===== src/rtl/rbe_normquant_packer.sv =====
// rbe_normquant_packer: packs qa-bit quantized elements LSB-first into
// OUT_WIDTH-bit output words with valid/ready on both sides. A last marker
// flushes a partial word with a reduced byte strobe.
// Optional feature macro: RBE_NORMQUANT_PACKER_OVF_EN (sticky overflow flag
// when an accepted element carries set bits above qa).

package rbe_package;
  localparam int unsigned ACCUMULATOR_SIZE = 32;
endpackage

module rbe_normquant_packer #(
  parameter int unsigned ACC       = rbe_package::ACCUMULATOR_SIZE,
  parameter int unsigned OUT_WIDTH = 32
) (
  input  logic                   clk_i,
  input  logic                   rst_i,
  input  logic                   clear_i,
  input  logic                   start_i,
  input  logic [3:0]             qa_out_i,
  input  logic                   in_valid_i,
  output logic                   in_ready_o,
  input  logic [ACC-1:0]         in_data_i,
  input  logic                   in_last_i,
  output logic                   out_valid_o,
  input  logic                   out_ready_i,
  output logic [OUT_WIDTH-1:0]   out_data_o,
  output logic [OUT_WIDTH/8-1:0] out_strb_o,
  output logic                   out_last_o,
  output logic                   busy_o,
  output logic                   cfg_err_o,
  output logic                   ovf_o
);

  // SW holds any bit position or byte count up to OUT_WIDTH itself.
  localparam int unsigned SW = $clog2(OUT_WIDTH) + 1;
  // Fill counter must reach OUT_WIDTH/2-1 (qa=2 is the densest packing).
  localparam int unsigned CW = $clog2(OUT_WIDTH / 2);
  localparam int unsigned BN = OUT_WIDTH / 8;

  typedef enum logic [1:0] {S_IDLE, S_RUN, S_DRAIN} state_t;

  state_t               r_state;
  state_t               w_state_next;
  logic [3:0]           r_qa;
  logic                 r_cfg_err;
  logic [CW-1:0]        r_fill;
  logic [OUT_WIDTH-1:0] r_pack;
  logic [OUT_WIDTH-1:0] r_out_data;
  logic [BN-1:0]        r_out_strb;
  logic                 r_out_valid;
  logic                 r_out_last;

  logic                 w_in_ready;
  logic                 w_accept;
  logic                 w_out_fire;
  logic                 w_fill_last;
  logic                 w_complete;
  logic                 w_qa_ok;
  logic [SW-1:0]        w_fill_ext;
  logic [SW-1:0]        w_shamt;
  logic [SW-1:0]        w_nbytes;
  logic [OUT_WIDTH-1:0] w_elem;
  logic [OUT_WIDTH-1:0] w_merged;
  logic [BN-1:0]        w_strb;

  assign w_qa_ok    = (qa_out_i == 4'd2) || (qa_out_i == 4'd4) || (qa_out_i == 4'd8);
  assign w_accept   = in_valid_i & w_in_ready;
  assign w_out_fire = r_out_valid & out_ready_i;
  assign w_complete = w_accept & (w_fill_last | in_last_i);

  // Per-qa element extraction, bit offset, word-full test and byte count
  // of the word once the current element is merged.
  always_comb begin
    w_fill_ext  = SW'(r_fill);
    w_elem      = OUT_WIDTH'(in_data_i[7:0]);
    w_shamt     = w_fill_ext << 3;
    w_fill_last = (r_fill == CW'(OUT_WIDTH / 8 - 1));
    w_nbytes    = w_fill_ext + SW'(1);
    case (r_qa)
      4'd2: begin
        w_elem      = OUT_WIDTH'(in_data_i[1:0]);
        w_shamt     = w_fill_ext << 1;
        w_fill_last = (r_fill == CW'(OUT_WIDTH / 2 - 1));
        // ceil((fill+1)*2/8) == (fill+4)/4
        w_nbytes    = (w_fill_ext + SW'(4)) >> 2;
      end
      4'd4: begin
        w_elem      = OUT_WIDTH'(in_data_i[3:0]);
        w_shamt     = w_fill_ext << 2;
        w_fill_last = (r_fill == CW'(OUT_WIDTH / 4 - 1));
        // ceil((fill+1)*4/8) == (fill+2)/2
        w_nbytes    = (w_fill_ext + SW'(2)) >> 1;
      end
      default: begin
      end
    endcase
  end

  assign w_merged = r_pack | (w_elem << w_shamt);

  // Low w_nbytes strobe bits set; a full word naturally gives all ones.
  generate
    for (genvar gi = 0; gi < BN; gi++) begin : g_strb
      assign w_strb[gi] = (w_nbytes > SW'(gi));
    end
  endgenerate

  // State register.
  always_ff @(posedge clk_i or posedge rst_i) begin
    if (rst_i) begin
      r_state <= S_IDLE;
    end else if (clear_i) begin
      r_state <= S_IDLE;
    end else begin
      r_state <= w_state_next;
    end
  end

  // Next-state logic and input-side ready.
  always_comb begin
    w_state_next = r_state;
    w_in_ready   = 1'b0;
    case (r_state)
      S_IDLE: begin
        if (start_i) begin
          w_state_next = S_RUN;
        end
      end
      S_RUN: begin
        w_in_ready = ~r_out_valid | out_ready_i;
        if (w_accept && in_last_i) begin
          w_state_next = S_DRAIN;
        end
      end
      S_DRAIN: begin
        if (w_out_fire && r_out_last) begin
          w_state_next = S_IDLE;
        end
      end
      default: begin
        w_state_next = S_IDLE;
      end
    endcase
  end

  // Latch qa at job start; unsupported values fall back to 8 and flag sticky.
  always_ff @(posedge clk_i or posedge rst_i) begin
    if (rst_i) begin
      r_qa      <= 4'd8;
      r_cfg_err <= 1'b0;
    end else if (clear_i) begin
      r_qa      <= 4'd8;
      r_cfg_err <= 1'b0;
    end else if (r_state == S_IDLE && start_i) begin
      r_qa <= w_qa_ok ? qa_out_i : 4'd8;
      if (!w_qa_ok) begin
        r_cfg_err <= 1'b1;
      end
    end
  end

  // Assembly register and fill counter; both restart after a completed word.
  always_ff @(posedge clk_i or posedge rst_i) begin
    if (rst_i) begin
      r_pack <= '0;
      r_fill <= '0;
    end else if (clear_i) begin
      r_pack <= '0;
      r_fill <= '0;
    end else if (w_accept) begin
      if (w_complete) begin
        r_pack <= '0;
        r_fill <= '0;
      end else begin
        r_pack <= w_merged;
        r_fill <= r_fill + CW'(1);
      end
    end
  end

  // Output register: reload on word completion (even while draining), else
  // drop valid once the current word is taken.
  always_ff @(posedge clk_i or posedge rst_i) begin
    if (rst_i) begin
      r_out_valid <= 1'b0;
      r_out_data  <= '0;
      r_out_strb  <= '0;
      r_out_last  <= 1'b0;
    end else if (clear_i) begin
      r_out_valid <= 1'b0;
      r_out_data  <= '0;
      r_out_strb  <= '0;
      r_out_last  <= 1'b0;
    end else if (w_complete) begin
      r_out_valid <= 1'b1;
      r_out_data  <= w_merged;
      r_out_strb  <= w_strb;
      r_out_last  <= in_last_i;
    end else if (w_out_fire) begin
      r_out_valid <= 1'b0;
    end
  end

`ifdef RBE_NORMQUANT_PACKER_OVF_EN
  logic r_ovf;
  logic w_hi_set;

  // Any set bit above the latched qa is an overflow of the quantizer range.
  always_comb begin
    case (r_qa)
      4'd2:    w_hi_set = |in_data_i[ACC-1:2];
      4'd4:    w_hi_set = |in_data_i[ACC-1:4];
      default: w_hi_set = |in_data_i[ACC-1:8];
    endcase
  end

  // Sticky overflow flag.
  always_ff @(posedge clk_i or posedge rst_i) begin
    if (rst_i) begin
      r_ovf <= 1'b0;
    end else if (clear_i) begin
      r_ovf <= 1'b0;
    end else if (w_accept && w_hi_set) begin
      r_ovf <= 1'b1;
    end
  end

  assign ovf_o = r_ovf;
`else
  // Upper element bits are intentionally discarded in this build.
  logic w_unused_hi;
  assign w_unused_hi = ^in_data_i[ACC-1:8];
  assign ovf_o       = 1'b0;
`endif

  assign in_ready_o  = w_in_ready;
  assign out_valid_o = r_out_valid;
  assign out_data_o  = r_out_data;
  assign out_strb_o  = r_out_strb;
  assign out_last_o  = r_out_last;
  assign busy_o      = (r_state != S_IDLE);
  assign cfg_err_o   = r_cfg_err;

endmodule


===== config.mk =====
export PLATFORM = sky130hd
export DESIGN_NAME = rbe_normquant_packer
export DESIGN_NICKNAME = d
export VERILOG_FILES = /design/src/rtl/rbe_normquant_packer.sv
export SDC_FILE = /design/constraint.sdc
export NUM_CORES = 1
export LEC_CHECK = 0
export BUFFER_PORTS_ARGS = -buffer_cell sky130_fd_sc_hd__buf_2
export CORE_ASPECT_RATIO = 1.75
export CORE_UTILIZATION = 53
export CTS_CLUSTER_DIAMETER = 200
export DETAILED_ROUTE_END_ITERATION = 6
export PLACE_DENSITY = 0.78
export SYNTH_ARGS = -nofsm -noshare
export SYNTH_HDL_FRONTEND = slang
export SYNTH_SLANG_ARGS = --single-unit

===== constraint.sdc =====
create_clock -name clk_i -period 3.85 [get_ports clk_i]
set_clock_uncertainty 0.15 [all_clocks]
set_input_delay 0.5775 -clock clk_i [delete_from_list [all_inputs] [get_ports clk_i]]
set_output_delay 0.5775 -clock clk_i [all_outputs]
set_load 0.02 [all_outputs]

* Word level (Yosys, flattened, before mapping)
Cells that the tools add are included.
Storage, ports and cells: input bits 43, register bits after elaboration 81
Cells by class: reduce and logical (&&, ||, !) cells 13, bitwise logic cells 7, muxes and demuxes 31, order comparisons 4, equal/unequal tests 14, add/subtract/negate cells 4, shifts and indexed selects 1
Operator list (number):
- 32-bit two-way mux | 5
- 4-bit two-way mux | 8
- 32-bit bitwise OR | 1
- 32-bit by 6-bit left shift with 32-bit output | 1
- 8-bit one-hot mux with 2 select lines | 1
- 4-bit by 2-bit equality test with 1-bit output, second input constant | 3
- 4-bit by 3-bit equality test with 1-bit output, second input constant | 3
- 6-bit by 1-bit greater-than comparator with 1-bit output, second input constant | 2
- 6-bit by 2-bit greater-than comparator with 1-bit output, second input constant | 2
- 6-bit one-hot mux with 2 select lines | 1
- 5-bit one-hot mux with 2 select lines | 1
- 1-bit two-way mux | 9
- 3-bit inequality test, second input constant | 3
- 4-bit equality test, second input constant | 2
- 2-bit two-way mux | 4
- 2-bit nonzero test | 4
- 2-bit one-hot mux with 3 select lines | 1
- 4-bit by 1-bit adder with 5-bit output, second input constant | 1
- 4-bit by 2-bit adder with 5-bit output, second input constant | 1
- 4-bit by 3-bit adder with 5-bit output, second input constant | 1
- 4-bit by 1-bit adder with 4-bit output, second input constant | 1
- 1-bit bitwise AND | 3
- 1-bit logical AND | 3
- 3-bit AND reduction | 1
- other kinds (10) | 12

* Logic depth before layout (Yosys ltp)
depth after elaboration 8, mapped depth 11, mapped depth without buffers 8

* Worst setup path before layout
No wires, ideal clock.
kind flip-flop to flip-flop, start register r_qa[2], end register r_out_data[18] (netlist: out_data_o[18]), buffers on the path 2, setup time 0.136 ns, data arrival time 2.502 ns, required time 3.564 ns, period minus slack after synthesis 2.788 ns, path slack 1.062 ns, cell stages (with the launch flop) 11, path through dfrtp_1 > nor4b_4 > ha_1 > nand2b_1 > or4_4 > nand3b_2 > a21oi_1 > buf_4 > buf_2 > nand2_1 > o21ai_0
Between the ends: cells in the longest elaborated chain, start to end 6, elaborated cells on any way between the ends 12, classes of those cells eq/ne: 2; shift: 1; mux: 5; bitwise: 3; reduce/logical: 1
RTL lines:
- start, declared | line 44 | logic [3:0] r_qa;
- start signal, assigned | line 155 | r_qa <= w_qa_ok ? qa_out_i : 4'd8;
- 4-bit by 3-bit equality test with 1-bit output or 4-bit by 2-bit equality test with 1-bit output (tied branches) | line 79 | case (r_qa)
- 8-bit one-hot mux with 2 select lines or 6-bit one-hot mux with 2 select lines (tied branches) | line 79
- 32-bit by 6-bit left shift with 32-bit output | line 99 | assign w_merged = r_pack | (w_elem << w_shamt);
- 32-bit bitwise OR | line 99
- 32-bit two-way mux | line 194 | end else if (w_complete) begin
- 32-bit two-way mux | line 189 | end else if (clear_i) begin
- end signal, assigned | line 196 | r_out_data <= w_merged;
- end, declared | line 48 | logic [OUT_WIDTH-1:0] r_out_data;
Several ways; a longest one is shown, not always the timed one. The select of a mux whose other input is x is not followed. A chain may end at the register's enable or synchronous reset.

* Final worst setup path
start register r_qa[2], end register r_out_data[10] (netlist: out_data_o[10])
The elaborated chain is that of the path after synthesis.

==> reports/results.tsv <==
stage	metric	value	unit
run_status	outcome	completed	
route	routed via count	3338	
timing	Final setup viols	0	
route	DRC Markers	0	
clock_tree	clk buf depth	2	
synthesis	synthesized area	3990	sq um
power	power per cell area	421	nW/um^2
floorplan	Core Footprint	7230	sq um
route	wire per inst	17.2	um
floorplan	Die Ht	117	um
cells_and_area	n_diodes	0	
worst_setup_path	CP delay by family, top	simple AND/OR/NAND/NOR gates	
timing	Tmin final	3.22	ns
worst_setup_path	Reg-to-Reg Start	r_qa[2]$_DFFE_PP0P_	
clock_tree	cts hold-fix bufs	0	
synthesis	Avg Synthesized Cell Area	9.51	sq um
timing	count of final hold-check violations	0	
global_route	Tot GR Track Use	27.4	%
synthesis	Top FF cell, synth	dfrtp_1	
worst_setup_path	flop2flop setup slack	0.63	ns
route	Avg Vias per Cell	5.93	
timing	part of the cycle the worst path needs	83.7	%
route	Final ANT Viol Nets	0	
worst_setup_path	CP max stage cell	or4_4	
global_route	largest net degree at the start of global routing	48	
worst_setup_path	crit-path cells	nor4b_4, ha_1, nand2b_1, or4_4, nand3b_2, and3_1, buf_4, nand2_4, o21ai_1	
place	Final Wtd Congestion	0.898	
worst_setup_path	Setup CP Type	reg2reg	
synthesis	Seq cells post-synth	81	
synthesis	number of flops mapped to enable cells by yosys	0	
synthesis	sequential area share after synthesis	50.8	%
place	DP Wirelength	6750	um
timing	relative slew slack	21.2	%
worst_setup_path	worst path buffer plus inverter count	1	
clock_tree	clk sink count	81	
power	Max VDD drop	0.219	mV
synthesis	yosys warns	0	
synthesis	Syn Inst Count	420	
worst_setup_path	R2R depth	9	
clock_tree	H-tree depth	3	
clock_tree	Clock transition at path regs	0.06	ns
timing	Fmax	310	MHz
worst_setup_path	WP data arrival	3.34	ns
route	WL met3	432	um
cells_and_area	Nets	519	
floorplan	Die Wd	67.6	um
worst_setup_path	Required @ worst endpoint	3.96	ns
worst_setup_path	Critical Path Start	r_qa[2]$_DFFE_PP0P_	
worst_setup_path	CP max stage delay	0.56	ns
timing	hold_ws	0.0839	ns
synthesis	synth unique cells	63	
global_route	antenna violations before repair	0	
floorplan	effective utilization at floorplan	55.2	%
power	LEAKAGE	2.22	nW
timing	Fin Setup TNS	0	ns
cells_and_area	share of cells above drive strength 1	22.2	%
clock_tree	CTS tree	done	
floorplan	Boundary Pins	85	
route	M1 WL	3740	um
cells_and_area	sequential cell area	2030	sq um
global_route	gr ovfl total	0	
worst_setup_path	Max FO, Critical Path	14	
global_route	first-pass GRT wire length	15800	um
synthesis	post-synth top area cell	dfrtp_1	
timing	RSZ-0062 raised after global routing	no	
global_route	vias in the first global route	3267	
cells_and_area	synthesis-to-layout area growth	16.0	%
cells_and_area	area of the multi-input gates	1780	sq um
worst_hold_path	HP Class	in2async	
route	Highest Signal Layer	met4	
timing	Worst Tran Pin Value	1.18	ns
cells_and_area	Filler Cell Count	607	
place	I/O Buffers	59	
synthesis	Async SR Flop Fraction	100	%
clock_tree	CTS resizes	0	
job	MaxCap Viol Count	0	
route	met2 wire len	5190	um
route	Pre-Repair DR Iteration Count	7	
floorplan	Rows	41	
timing	final slew viol count	0	
route	WL final	9700	um
synthesis	top cell type's share of synthesized area	50.1	%
floorplan	Die ar.	7900	sq um
clock_tree	Post-CTS Setup Bufs	0	
worst_setup_path	terminus of the critical flop-to-flop path	out_data_o[10]$_DFFE_PP0P_	
cells_and_area	final core occ	64.0	%
worst_setup_path	CP Launch Type	register	
synthesis	largest cells by area after synthesis	dfrtp_1 50%, a21oi_1 5.9%, o21ai_0 4.4%	
clock_tree	Worst-Skew Late Latency	0.34	ns
clock_tree	clk root buf	clkbuf_16	
worst_setup_path	critical path capture point type	register	
clock_tree	CTS Buf Count	9	
synthesis	Net Count, Synth	467	
route	iteration-0 DRC count of the detailed router	277	
cell type report:
type,count,share of cell area [%]
Sequential cell,81,43.8
Multi-Input combinational cell,305,38.5
Timing Repair Buffer,66,7.51
Clock buffer,12,5.54
Tap cell,86,2.32
Clock inverter,4,1.59
Inverter,9,0.756
stage by stage:
| stage | instances | power [mW] | setup slack (ns) | instance area (sq um) |
|---|---|---|---|---|
| floorplan | 420 | 0.980 | 1.04 | 3990 |
| CTS | 563 | 1.96 | 0.634 | 4630 |
| global route | 563 | 2.01 | 0.369 | 4630 |
| detailed placement | 547 | 1.02 | 0.687 | 4300 |
| global placement | 547 | 1.02 | 0.780 | 4300 |
| finish | 563 | 1.95 | 0.627 | 4630 |
cells in the mapped netlist (7+ instances only):
| cell | n |
|---|---|
| nand2_1 | 45 |
| inv_1 | 9 |
| o21ai_1 | 19 |
| a22oi_1 | 12 |
| nor2_1 | 42 |
| buf_2 | 8 |
| a31oi_1 | 8 |
| o21ai_0 | 35 |
| clkbuf_1 | 7 |
| dfrtp_1 | 80 |
| a21oi_1 | 47 |
worst max path at each step:
stage / slack [ns] / cells past startpoint / end
final: 0.63 / 9 / out_data_o[10]$_DFFE_PP0P_
after global routing: 0.37 / 6 / out_data_o[3]$_DFFE_PP0P_
after CTS: 0.63 / 6 / out_data_o[10]$_DFFE_PP0P_
after detailed placement: 0.69 / 6 / out_data_o[25]$_DFFE_PP0P_
after global placement: 0.78 / 9 / out_data_o[10]$_DFFE_PP0P_
after floorplan: 1.04 / 1 / cfg_err_o$_DFFE_PP0P_
sequential cells by signal (all words and copies together), names as in the netlist:
register and count:
r_qa 4, out_strb_o 4, r_pack 32, out_last_o 1, r_fill 4, cfg_err_o 1, r_state 2, out_valid_o 1
out_data_o 32
cells in the final DEF, fill, tap and decap left out, types with 3 or more instances in the layout:
cell type	count
a22o_1	5
clkbuf_16	9
a21oi_1	46
nor2_1	42
o21ai_1	19
buf_2	59
nand3b_1	6
nor2b_1	6
nor3_1	3
a22oi_1	12
and2_1	6
xor2_1	3
a31oi_1	8
buf_4	7
nand3_1	5
and3_1	4
o21ai_0	35
inv_1	8
dfrtp_1	80
nand2_1	45
or2_2	5
a32o_1	3
a21o_1	4
ha_1	4
nand2b_1	4
kinds of logic (layout without fill, tap and decap cells):
family | Yosys count | count (layout) | synth area share, %
compound gates | 150 | 150 | 22.4
simple gates | 143 | 143 | 19.0
fa+ha+maj | 4 | 4 | 1.25
xor+xnor | 4 | 4 | 0.877
other cells | 1 | 1 | 0.0939
buf+inv | 34 | 91 | 4.86
mux | 3 | 3 | 0.783
flops | 81 | 81 | 50.8
worst register-to-register path: stages (launching register included):
cell and delay, ns:
dfrtp_1 0.54, nor4b_4 0.33, ha_1 0.28, nand2b_1 0.15, or4_4 0.56, nand3b_2 0.16, and3_1 0.47, buf_4 0.27
nand2_4 0.09, o21ai_1 0.15
routing by layer:
| layer | global-route usage [%] | up-vias |
|---|---|---|
| li1 | - | 1585 |
| met1 | 32.0 | 1628 |
| met2 | 46.2 | 103 |
| met3 | 5.04 | 22 |
| met4 | 15.0 | 0 |
| met5 | 0 | - |
power breakdown:
part           switching [mW]  total [mW]  internal (mW)
sequential            0.00864       0.870          0.861
combinational          0.0991       0.139         0.0399
clock                   0.336       0.941          0.604
total                   0.444        1.95           1.51
Power figures use the tool's default switching activity.
